`config.mk`:
```
export PLATFORM = sky130hd
export DESIGN_NAME = hazard_ctrl
export DESIGN_NICKNAME = d
export VERILOG_FILES = /design/src/rtl/hazard_ctrl.sv
export SDC_FILE = /design/constraint.sdc
export NUM_CORES = 1
export LEC_CHECK = 0
export CORE_UTILIZATION = 51
export DETAILED_ROUTE_END_ITERATION = 10
export GPL_TIMING_DRIVEN = 0
export HOLD_SLACK_MARGIN = 0.12
export PLACE_DENSITY_LB_ADDON = 0.2
export RECOVER_POWER = 25
export SETUP_SLACK_MARGIN = 0.4
export SYNTH_ARGS = -nofsm -noshare
export SYNTH_HDL_FRONTEND = slang
export SYNTH_SLANG_ARGS = --single-unit
```
`constraint.sdc`:
```
create_clock -name clk_i -period 4.15 [get_ports clk_i]
set_input_delay 0.83 -clock clk_i [delete_from_list [all_inputs] [get_ports clk_i]]
set_output_delay 0.83 -clock clk_i [all_outputs]
set_load 0.03 [all_outputs]
```
`src/rtl/hazard_ctrl.sv`:
```
// Pipeline hazard and forwarding controller.
// Tracks the EX/MEM and MEM/WB destination registers, selects EX operand
// forwarding, and raises load-use stalls and taken-branch flushes.
module hazard_ctrl #(
   parameter int CNT_W = 16
) (
   input  logic             clk_i,
   input  logic             rst_i,
   input  logic [4:0]       id_rs1_i,
   input  logic [4:0]       id_rs2_i,
   input  logic             id_use_rs1_i,
   input  logic             id_use_rs2_i,
   input  logic [4:0]       ex_rs1_i,
   input  logic [4:0]       ex_rs2_i,
   input  logic [4:0]       ex_rsd_i,
   input  logic [2:0]       ex_Op_i,
   input  logic             ex_valid_i,
   input  logic             ex_branch_i,
   output logic             stall_o,
   output logic             flush_o,
   output logic [1:0]       fwdA_o,
   output logic [1:0]       fwdB_o,
   output logic [CNT_W-1:0] stall_cnt_o,
   output logic [CNT_W-1:0] flush_cnt_o
);

   typedef enum logic [1:0] {
      RUN   = 2'd0,
      STALL = 2'd1,
      FLUSH = 2'd2
   } state_t;

   state_t           r_state;
   state_t           w_nextState;
   logic             r_memValid;
   logic [4:0]       r_memRsd;
   logic             r_memLoad;
   logic             r_wbValid;
   logic [4:0]       r_wbRsd;
   logic             w_exWrites;
   logic             w_exLoad;
   logic             w_loadUse;
   logic             w_takenBranch;
   logic [CNT_W-1:0] r_stallCnt;
   logic [CNT_W-1:0] r_flushCnt;

   // Classify the EX instruction and detect the raw hazard conditions.
   always_comb begin
      w_exWrites    = (ex_Op_i == 3'b000) || (ex_Op_i == 3'b001) || (ex_Op_i == 3'b010);
      w_exLoad      = (ex_Op_i == 3'b010);
      w_loadUse     = ex_valid_i && w_exLoad && (ex_rsd_i != 5'd0) &&
                      ((id_use_rs1_i && (id_rs1_i == ex_rsd_i)) ||
                       (id_use_rs2_i && (id_rs2_i == ex_rsd_i)));
      w_takenBranch = ex_valid_i && (ex_Op_i == 3'b100) && ex_branch_i;
   end

   // Destination tracker: always shifts, bubbles arrive via ex_valid_i only.
   always_ff @(posedge clk_i or negedge rst_i) begin
      if (!rst_i) begin
         r_memValid <= 1'b0;
         r_memRsd   <= 5'd0;
         r_memLoad  <= 1'b0;
         r_wbValid  <= 1'b0;
         r_wbRsd    <= 5'd0;
      end else begin
         r_memValid <= ex_valid_i && w_exWrites;
         r_memRsd   <= ex_rsd_i;
         r_memLoad  <= w_exLoad;
         r_wbValid  <= r_memValid;
         r_wbRsd    <= r_memRsd;
      end
   end

   // FSM state register.
   always_ff @(posedge clk_i or negedge rst_i) begin
      if (!rst_i) begin
         r_state <= RUN;
      end else begin
         r_state <= w_nextState;
      end
   end

   // Next state and stall/flush; flush wins, STALL masks a repeat stall, FLUSH masks both.
   always_comb begin
      w_nextState = r_state;
      stall_o     = 1'b0;
      flush_o     = 1'b0;
      if (rst_i) begin
         case (r_state)
            RUN: begin
               if (w_takenBranch) begin
                  flush_o     = 1'b1;
                  w_nextState = FLUSH;
               end else if (w_loadUse) begin
                  stall_o     = 1'b1;
                  w_nextState = STALL;
               end
            end
            STALL: begin
               if (w_takenBranch) begin
                  flush_o     = 1'b1;
                  w_nextState = FLUSH;
               end else begin
                  w_nextState = RUN;
               end
            end
            FLUSH: begin
               w_nextState = RUN;
            end
            default: begin
               w_nextState = RUN;
            end
         endcase
      end
   end

   // Operand forwarding: newest non-load producer first, then MEM/WB, else register file.
   always_comb begin
      fwdA_o = 2'b00;
      fwdB_o = 2'b00;
      if (rst_i && ex_valid_i) begin
         if (r_memValid && (r_memRsd != 5'd0) && (r_memRsd == ex_rs1_i) && !r_memLoad) begin
            fwdA_o = 2'b10;
         end else if (r_wbValid && (r_wbRsd != 5'd0) && (r_wbRsd == ex_rs1_i)) begin
            fwdA_o = 2'b01;
         end
         if (r_memValid && (r_memRsd != 5'd0) && (r_memRsd == ex_rs2_i) && !r_memLoad) begin
            fwdB_o = 2'b10;
         end else if (r_wbValid && (r_wbRsd != 5'd0) && (r_wbRsd == ex_rs2_i)) begin
            fwdB_o = 2'b01;
         end
      end
   end

   // Saturating event counters for stalls and flushes.
   always_ff @(posedge clk_i or negedge rst_i) begin
      if (!rst_i) begin
         r_stallCnt <= '0;
         r_flushCnt <= '0;
      end else begin
         if (stall_o && (r_stallCnt != {CNT_W{1'b1}})) begin
            r_stallCnt <= r_stallCnt + CNT_W'(1);
         end
         if (flush_o && (r_flushCnt != {CNT_W{1'b1}})) begin
            r_flushCnt <= r_flushCnt + CNT_W'(1);
         end
      end
   end

   assign stall_cnt_o = r_stallCnt;
   assign flush_cnt_o = r_flushCnt;

endmodule

```
==> results.cfg <==
[outcome]
run_status = complete, but fails checks
violations_in_the_final_reports = design-rule violations

[setup_path]
startpoint_class = input pin
crit-reg2reg-capture = stall_cnt_o[1]
worstPathArrival_ps = 2750
critPathLaunch = ex_rsd_i[1]
worstPathMaxFanout = 4
rr_startpoint = stall_cnt_o[0]
ff2ff_setup_slack_ps = 2100
critical_path.endpoint_type = output pin
critical_path_required_ps = 3320
cp-endpoint = stall_o
worst-r2r-cell-count = 6
critPathKind = in -> out

[clocking]
cts-root-buf = sky130_fd_sc_hd__clkbuf_8
clk-insertion-delay-late_ps = 290
clock_tree_from_tritoncts = done
cts.sinks = 47
cts_htree_levels = 2
cts_max_path_buffers = 2
clock_pin_transition_on_the_worst_setup_and_hold_timing_paths_ps = 90
cts_buffer_count = 5

[global_route]
first_global_vias = 1907
groute.usage.overall_pct = 22.1
grt_first_pass_wirelength_um = 8680
maximum_number_of_pins_on_one_net_before_global_route_repair = 35
antenna_found_initial = 0
grt-ovfl-total = 0

[logic_synthesis]
seq_area_frac_synth_pct = 49.0
synth_edf_count = 0
synthDistinctLibCells = 38
synth-seq-cells = 47
syn_nets = 256
synth_area_um2 = 2400
syn_inst = 220
synth-async-reset-ratio_pct = 100
yosysWarnings = 0
ys_dominant_reg_cell = sky130_fd_sc_hd__dfrtp_1
syn_avg_cell_area_um2 = 10.9

[timing]
slew_limit_headroom_pct = 61.8
fin_ws_ps = 567
finalSetupViolCount = 0
min_period_over_period_pct = 86.3
fmax_mhz = 279
clock-skew-final_ps = 7.52
transition_time_of_the_tightest_slew_check_pin_ps = 568
rsz0062_at_grt = false
final.min_clock_period_ps = 3580
drv_slew = 0
final_report_hold_violation_count = 0

[placement]
globalplace.congestion = 0.825
detailedPlacementHpwl_um = 3840
place_area_um2 = 3190
pre_cts_ws_ps = 150
io_buffers = 71

[hold_path]
min_path_type = reg -> reg
timing.hold.worst_path_depth = 0

[cells_and_area]
num-fill-cells = 339
final_net_count = 336
n_antenna_cell = 0
drive_gt1_share_pct = 9.00
area.growth.synth_to_final_pct = 38.6
stdcell_area_um2 = 3330
ff_latch_area_um2 = 1180
multi_input_comb_area_um2 = 1210

[floorplanning]
initial_utilization_pct = 54.1
design.core.area_um2 = 4440
floorplan.die_area_um2 = 4990
placement_rows = 24
die-width_um = 70.6
ioPinCount = 72
floorplan.die.height_um = 70.6

[routing]
dr.pass1.iters = 7
drt_iter0_markers = 96
dr_total_vias = 1939
drt-vias-per-instance = 5.51
final_antenna_net_count = 0
wl_um = 5160
routed_wire_length_per_instance_um = 14.7
drc_violations_left = 12

[job]
max-cap-violations = 0

[power]
maximum_resistive_drop_on_vdd_v = 0.000176
pwr_density_cell_nw_per_um2 = 286
power.leakage_nw = 1.36
state kept, by name, indices dropped and copies added, names as in the netlist:
signal       count
flush_cnt_o     16
stall_cnt_o     16
r_memRsd         5
r_wbRsd          5
r_state          2
r_memLoad        1
r_memValid       1
r_wbValid        1
cell type report:
| type | count | share of cell area [%] |
|---|---|---|
| Multi-Input combinational cell | 165 | 36.5 |
| Sequential cell | 47 | 35.3 |
| Timing Repair Buffer | 73 | 22.1 |
| Clock buffer | 5 | 2.07 |
| Tap cell | 52 | 1.95 |
| Clock inverter | 2 | 1.13 |
| Inverter | 6 | 0.676 |
| Buffer | 2 | 0.301 |
kinds of logic (layout without fill, tap and decap cells):
group,Yosys count,count (layout),synth area share (%)
XOR/XNOR,59,59,21.5
AND/OR/NAND/NOR,93,93,23.6
flip-flops,47,47,49.0
AO/OA/AOI/OAI,9,9,2.60
multiplexers,2,2,0.937
buffers and inverters,8,88,1.35
adder cells (fa/ha/maj),2,2,1.04
how the worst min path moves through the flow:
stage          startpoint   endpoint
5_1_grt        r_memValid  r_wbValid
6_report       r_memValid  r_wbValid
3_5_place_dp   r_memValid  r_wbValid
2_1_floorplan  r_memValid  r_wbValid
4_1_cts        r_memValid  r_wbValid
3_3_place_gp   r_memValid  r_wbValid
through the flow:
| stage | hold WS (ps) | utilization, % | total power [mW] | instances | setup TNS [ps] |
|---|---|---|---|---|---|
| 6_report | 383 | 74.9 | 0.954 | 352 | 0 |
| 5_1_grt | 400 | 74.9 | 0.996 | 352 | 0 |
| 4_1_cts | 389 | 74.5 | 0.964 | 351 | 0 |
| 3_5_place_dp | 366 | 71.8 | 0.639 | 344 | 0 |
| 3_3_place_gp | 353 | 71.5 | 0.634 | 343 | -11440 |
| 2_1_floorplan | 347 | - | 0.559 | 220 | 0 |
where the power goes:
part / internal, mW / switching (mW)
combinational: 0.0718 / 0.0658
clock: 0.176 / 0.146
sequential: 0.473 / 0.0213
cells in the mapped netlist, types with 2 or more instances:
| master | number | share of area (%) |
|---|---|---|
| sky130_fd_sc_hd__ha_1 | 2 | 1.0 |
| sky130_fd_sc_hd__nor2_2 | 2 | 0.52 |
| sky130_fd_sc_hd__inv_1 | 5 | 0.78 |
| sky130_fd_sc_hd__nand3_1 | 15 | 3.1 |
| sky130_fd_sc_hd__nor3b_1 | 2 | 0.62 |
| sky130_fd_sc_hd__and3_1 | 7 | 1.8 |
| sky130_fd_sc_hd__buf_2 | 2 | 0.42 |
| sky130_fd_sc_hd__mux2_2 | 2 | 0.94 |
| sky130_fd_sc_hd__xnor2_1 | 44 | 16 |
| sky130_fd_sc_hd__nor2_1 | 11 | 1.7 |
| sky130_fd_sc_hd__nand2_1 | 12 | 1.9 |
| sky130_fd_sc_hd__nor3_1 | 3 | 0.62 |
| sky130_fd_sc_hd__a21oi_1 | 2 | 0.42 |
| sky130_fd_sc_hd__or4_1 | 4 | 1.3 |
| sky130_fd_sc_hd__nand4_1 | 18 | 4.7 |
| sky130_fd_sc_hd__dfrtp_1 | 47 | 49 |
| sky130_fd_sc_hd__o21ai_0 | 2 | 0.42 |
| sky130_fd_sc_hd__and4_1 | 2 | 0.73 |
| sky130_fd_sc_hd__nor4_1 | 5 | 1.3 |
| sky130_fd_sc_hd__xor2_1 | 15 | 5.5 |
worst max-delay path, cell delays in order:
cell	delay, ps
sky130_fd_sc_hd__clkdlybuf4s50_1	500
sky130_fd_sc_hd__or4_1	610
sky130_fd_sc_hd__o211ai_4	220
sky130_fd_sc_hd__inv_2	60
sky130_fd_sc_hd__and2_1	180
sky130_fd_sc_hd__dlygate4sd2_1	360
routing by layer:
layer	up-vias	part of all wire (%)	global-route usage [%]
li1	936	-	-
met1	932	44	27.7
met2	65	50	39.4
met3	6	5.0	4.84
met4	0	0.85	5.33
met5	-	0	0
cells in the final DEF, fill, tap and decap left out, drive strengths merged:
cell / n
and2: 1
a21o: 1
nand4: 19
o21ai: 2
nor3b: 2
o2111ai: 1
xor2: 15
o22ai: 1
and4: 2
and3: 7
clkbuf: 5
ha: 2
or4: 4
nor2b: 1
inv: 6
and4bb: 2
nand3b: 1
buf: 5
xnor2: 44
nand3: 15
clkdlybuf4s50: 68
clkinvlp: 1
nand2: 13
dfrtp: 47
nor3: 4
nor4b: 1
mux2: 2
dlymetal6s2s: 1
nor4: 7
nor2: 14
bufinv: 1
o211ai: 1
dlygate4sd2: 1
a211oi: 1
a21oi: 2
timing repair:
action,4_1_cts,5_1_grt
hold buffers,0,0
endpoints found under the setup margin,1,2
resized for setup,3,2
pin swaps,0,1
buffers inserted,0,1
No activity file was read; power rests on OpenSTA's default activity.
